## config.mk

```make
export PLATFORM = sky130hd
export DESIGN_NAME = instr_encoder
export DESIGN_NICKNAME = d
export VERILOG_FILES = /design/src/rtl/instr_encoder.sv
export SDC_FILE = /design/constraint.sdc
export NUM_CORES = 1
export LEC_CHECK = 0
export ABC_AREA = 1
export BUFFER_PORTS_ARGS = -buffer_cell sky130_fd_sc_hd__buf_4
export CORE_MARGIN = 5
export CORE_UTILIZATION = 25
export CTS_BUF_LIST = sky130_fd_sc_hd__clkbuf_4 sky130_fd_sc_hd__clkbuf_8
export CTS_CLUSTER_DIAMETER = 60
export DETAILED_ROUTE_END_ITERATION = 10
export HOLD_SLACK_MARGIN = 0.08
export PLACE_DENSITY_LB_ADDON = 0.05
export SLEW_MARGIN = 30
export SYNTH_ARGS = -nofsm -noshare
export SYNTH_HDL_FRONTEND = slang
export SYNTH_SLANG_ARGS = --single-unit
```

## constraint.sdc

```tcl
create_clock -name clk -period 3.65 [get_ports clk]
set_input_delay 0.1825 -clock clk [delete_from_list [all_inputs] [get_ports clk]]
set_output_delay 0.1825 -clock clk [all_outputs]
set_load 0.005 [all_outputs]
```

## src/rtl/instr_encoder.sv

```systemverilog
// Program loader: encodes MIPS-style instruction descriptors into 32-bit words
// and emits them with sequential byte addresses for instruction-memory writes.
module instr_encoder (
    input  logic        clk,
    input  logic        reset,
    input  logic        start,
    input  logic [31:0] base_addr,
    input  logic [15:0] prog_len,
    input  logic        in_valid,
    output logic        in_ready,
    input  logic [4:0]  in_mnem,
    input  logic [4:0]  in_rs,
    input  logic [4:0]  in_rt,
    input  logic [4:0]  in_rd,
    input  logic [15:0] in_imm,
    input  logic [25:0] in_target,
    output logic        out_valid,
    input  logic        out_ready,
    output logic [31:0] out_instr,
    output logic [31:0] out_addr,
    output logic        err,
    output logic        done
);

    typedef enum logic [1:0] {IDLE, RUN, DONE} state_t;

    localparam logic [3:0] MN_SLT = 4'd5;
    localparam logic [3:0] MN_J   = 4'd6;
    localparam logic [3:0] MN_LUI = 4'd13;

    state_t      state_reg, state_next;
    logic [31:0] cur_addr_reg;
    logic [15:0] remaining_reg;
    logic        out_valid_reg;
    logic [31:0] out_instr_reg;
    logic [31:0] out_addr_reg;
    logic        err_reg;
    logic        done_reg;

    logic        slot_free;
    logic        consume;
    logic        legal;
    logic [5:0]  funct;
    logic [5:0]  opcode;
    logic [31:0] enc_word;

    assign slot_free = !out_valid_reg || out_ready;
    assign in_ready  = (state_reg == RUN) && (remaining_reg != 16'd0) && slot_free;
    assign consume   = in_ready && in_valid;
    assign legal     = !in_mnem[4];

    assign out_valid = out_valid_reg;
    assign out_instr = out_instr_reg;
    assign out_addr  = out_addr_reg;
    assign err       = err_reg;
    assign done      = done_reg;

    // Field tables are indexed by the low mnemonic bits; bit 4 marks illegal codes.
    always_comb begin
        funct    = 6'h00;
        opcode   = 6'h00;
        enc_word = 32'h0;
        case (in_mnem[3:0])
            4'd0:    funct  = 6'h20;
            4'd1:    funct  = 6'h22;
            4'd2:    funct  = 6'h24;
            4'd3:    funct  = 6'h25;
            4'd4:    funct  = 6'h26;
            4'd5:    funct  = 6'h2A;
            4'd7:    opcode = 6'h04;
            4'd8:    opcode = 6'h08;
            4'd9:    opcode = 6'h0A;
            4'd10:   opcode = 6'h0C;
            4'd11:   opcode = 6'h0D;
            4'd12:   opcode = 6'h0E;
            4'd13:   opcode = 6'h0F;
            4'd14:   opcode = 6'h23;
            4'd15:   opcode = 6'h2B;
            default: opcode = 6'h02;
        endcase
        if (in_mnem[3:0] <= MN_SLT) begin
            enc_word = {6'h00, in_rs, in_rt, in_rd, 5'b00000, funct};
        end else if (in_mnem[3:0] == MN_J) begin
            enc_word = {6'h02, in_target};
        end else begin
            enc_word = {opcode, (in_mnem[3:0] == MN_LUI) ? 5'd0 : in_rs, in_rt, in_imm};
        end
    end

    always_comb begin
        state_next = state_reg;
        case (state_reg)
            IDLE: begin
                if (start) begin
                    state_next = (prog_len != 16'd0) ? RUN : DONE;
                end
            end
            RUN: begin
                if ((remaining_reg == 16'd0) && slot_free) begin
                    state_next = DONE;
                end
            end
            DONE:    state_next = IDLE;
            default: state_next = IDLE;
        endcase
    end

    always_ff @(posedge clk) begin
        if (reset) begin
            state_reg     <= IDLE;
            cur_addr_reg  <= 32'h0;
            remaining_reg <= 16'h0;
            out_valid_reg <= 1'b0;
            out_instr_reg <= 32'h0;
            out_addr_reg  <= 32'h0;
            err_reg       <= 1'b0;
            done_reg      <= 1'b0;
        end else begin
            state_reg <= state_next;
            err_reg   <= consume && !legal;
            done_reg  <= (state_reg == DONE);
            if ((state_reg == IDLE) && start && (prog_len != 16'd0)) begin
                cur_addr_reg  <= base_addr;
                remaining_reg <= prog_len;
            end
            // Illegal descriptors are consumed but leave address/count untouched.
            if (consume && legal) begin
                out_valid_reg <= 1'b1;
                out_instr_reg <= enc_word;
                out_addr_reg  <= cur_addr_reg;
                cur_addr_reg  <= cur_addr_reg + 32'd4;
                remaining_reg <= remaining_reg - 16'd1;
            end else if (out_ready) begin
                out_valid_reg <= 1'b0;
            end
        end
    end

endmodule
```

==> results.sh <==
export IMPL_avgSynthCellArea_um2=6.22
export IMPL_clk_latency_ns=0.44
export IMPL_status="finished clean"
export IMPL_drv_cap=0
export IMPL_syn_nets=1160
export IMPL_cp_end_kind="register"
export IMPL_ios=183
export IMPL_hold_viol_final=0
export IMPL_avgRoutedWirePerCell_um=14.7
export IMPL_placed_cells=1510
export IMPL_drt_initial_drc_count=367
export IMPL_num_rows=59
export IMPL_core_area_um2=25800
export IMPL_skew_ns=0.0174
export IMPL_rsz0062_at_grt="no"
export IMPL_power_frac_seq_pct=42.7
export IMPL_cts_sinks=116
export IMPL_area_growth_synth_to_final_pct=37.9
export IMPL_final_area_um2=8940
export IMPL_cts_root_buf="clkbuf_8"
export IMPL_power_leakage_nw=4.12
export IMPL_die_w_um=171
export IMPL_switching_share_pct=31.9
export IMPL_hold_class="in -> reg"
export IMPL_finalNonFillerCells=1593
export IMPL_fin_util_pct=34.7
export IMPL_ys_seq_area_share_pct=35.8
export IMPL_slew_viol_final=0
export IMPL_nets=1362
export IMPL_path_max_fanout=27
export IMPL_cts_setup_buffers=0
export IMPL_grt_overflow=0
export IMPL_clk_path_buf_depth=2
export IMPL_antenna_found_initial=0
export IMPL_timing_final_crit_share_pct=70.7
export IMPL_antenna_left=0
export IMPL_clk_pin_slew_ns=0.08
export IMPL_numCtsBuffers=17
export IMPL_yosys_area_top_type_share_pct=35.8
export IMPL_fill_cells=2865
export IMPL_crit_path_start_kind="input pin"
export IMPL_synth_largest_area_cell="dfxtp_1"
export IMPL_final_min_clock_period_ns=2.58
export IMPL_synthCells=1043
export IMPL_layout_commonest_cell="nand2_1"
export IMPL_routed_wl_mm=23.5
export IMPL_pwr_share_clk_pct=35.9
export IMPL_power_frac_comb_pct=21.5
export IMPL_criticalPathCategory="in -> reg"
export IMPL_critPathArrivalTime_ns=2.95
export IMPL_cp_required_ns=4.02
export IMPL_r2r_slack_ns=1.30
export IMPL_fmax_mhz=388
export IMPL_grt_pass1_vias=6846
export IMPL_drc=0
export IMPL_powerDensity_nw_per_um2=371
export IMPL_final_cell_mix="352 x nand2_1, 187 x buf_4, 159 x nand3_1"
export IMPL_switchingPower_mw=1.06
export IMPL_io_buffers=181
export IMPL_die_area_um2=29200
export IMPL_setup_viol=0
export IMPL_tightest_slew_ns=0.894
export IMPL_peakVddDrop_mv=0.161
export IMPL_dieHeight_um=171
export IMPL_p_total_mw=3.32
export IMPL_firstDrtPassIters=5
export IMPL_n_antenna_cell=0
export IMPL_cts_tree="built"
export IMPL_ys_ff_latch=116
export IMPL_dp_hpwl_mm=16.1
export IMPL_fin_tns_setup_ns=0
export IMPL_intPower_mw=2.26
export IMPL_grt_pass1_wl_mm=37.1
export IMPL_placed_cell_area_um2=8050
export IMPL_drive_above_1_share_pct=18.9
export IMPL_grt_total_usage_pct=15.9
export IMPL_synth_distinct_cells=36
export IMPL_vias=6989
export IMPL_yosys_warnings=0
export IMPL_grt_max_degree=100
export IMPL_synth_area_leaders="dfxtp_1 36%, nand2_1 20%, nand3_1 12%"
export IMPL_via_per_inst=4.39
export IMPL_gp_congestion=0.827
export IMPL_htreeDepth=4
export IMPL_start_util_pct=25.2
export IMPL_max_slew_margin_pct=40.3
export IMPL_synth_area_um2=6480
[cell families (layout without fill, tap and decap cells)]
| logic type | count (synthesis) | after routing | share of synthesized area [%] |
|---|---|---|---|
| AOI/OAI and AO/OA | 115 | 115 | 9.30 |
| xor gates and xnor gates | 22 | 22 | 2.97 |
| adders and majority gates | 2 | 2 | 0.386 |
| buffers and inverters | 142 | 357 | 9.84 |
| DFF | 116 | 116 | 35.8 |
| other | 1 | 1 | 0.0578 |
| and+or+nand+nor | 645 | 645 | 41.6 |
[what timing repair did]
item | 4_1_cts | 5_1_grt
hold endpoints to repair | 47 | 0
resized for setup | 0 | 0
hold buffers | 51 | 0
[worst max-delay path, cell delays in order]
cell and delay [ns]:
dlygate4sd3_1 0.55, buf_4 0.17, nor2_1 0.17, nand2_2 0.37, inv_2 0.52, nand2_1 0.10, a21oi_1 0.14, dlygate4sd3_1 0.57
nand2_1 0.05, a21oi_1 0.13
[synth_stat cells]
cell,instances
a21boi_0,1
a21oi_1,75
a21oi_2,1
a31oi_1,5
buf_1,5
buf_2,15
buf_4,6
buf_6,7
buf_8,1
clkbuf_1,23
conb_1,1
dfxtp_1,116
ha_1,2
inv_1,83
inv_2,2
nand2_1,354
nand2_2,4
nand3_1,159
nand3_2,1
nand3b_1,4
nand4_1,2
nand4_2,1
nor2_1,109
nor2_2,5
nor3_1,4
nor3_4,1
nor4_1,1
o211a_1,1
o21a_1,1
o21ai_0,13
o21ai_1,15
o21bai_1,1
o22ai_1,1
o32ai_1,1
xnor2_1,10
xor2_1,12
[routing by layer]
metal / share of wire, % / GRT usage, %
met2: 48 / 26.4
met3: 4.0 / 2.70
met4: 0.67 / 3.65
met5: 0 / 0
met1: 48 / 21.6
[area by class of cell]
type | count | area (um2) | share of cell area (%)
Clock buffer | 21 | 283 | 3.16
Timing Repair Buffer | 240 | 1950 | 21.9
Inverter | 85 | 319 | 3.57
Clock inverter | 11 | 104 | 1.16
Tap cell | 335 | 419 | 4.69
Multi-Input combinational cell | 785 | 3540 | 39.6
Sequential cell | 116 | 2320 | 26.0
[power by group through the flow]
stage / Sequential (mW) / Clock (mW) / Combinational (mW)
after floorplan: 1.42 / 0 / 0.429
after global placement: 1.45 / 0 / 0.676
after detailed placement: 1.44 / 0 / 0.677
after CTS: 1.42 / 1.24 / 0.725
after global routing: 1.43 / 1.29 / 0.808
final: 1.42 / 1.19 / 0.712
[path summary, 6_finish.rpt]
check	start	to	cells past startpoint
worst max-delay path	in_mnem[3]	out_instr[7]	10
worst min-delay path	in_target[12]	out_instr[12]	5
worst max register to register	remaining_reg[0]	cur_addr_reg[18]	11
worst min register to register	cur_addr_reg[0]	out_addr[0]	2
[per-stage QoR]
step           setup WS, ns  hold WS [ns]
6_report               1.07         0.109
5_1_grt               0.799        0.0882
4_1_cts                1.07        0.0801
3_5_place_dp           1.32         0.451
3_3_place_gp           1.34         0.453
2_1_floorplan          2.03         0.334
No activity file was read; power rests on OpenSTA's default activity.
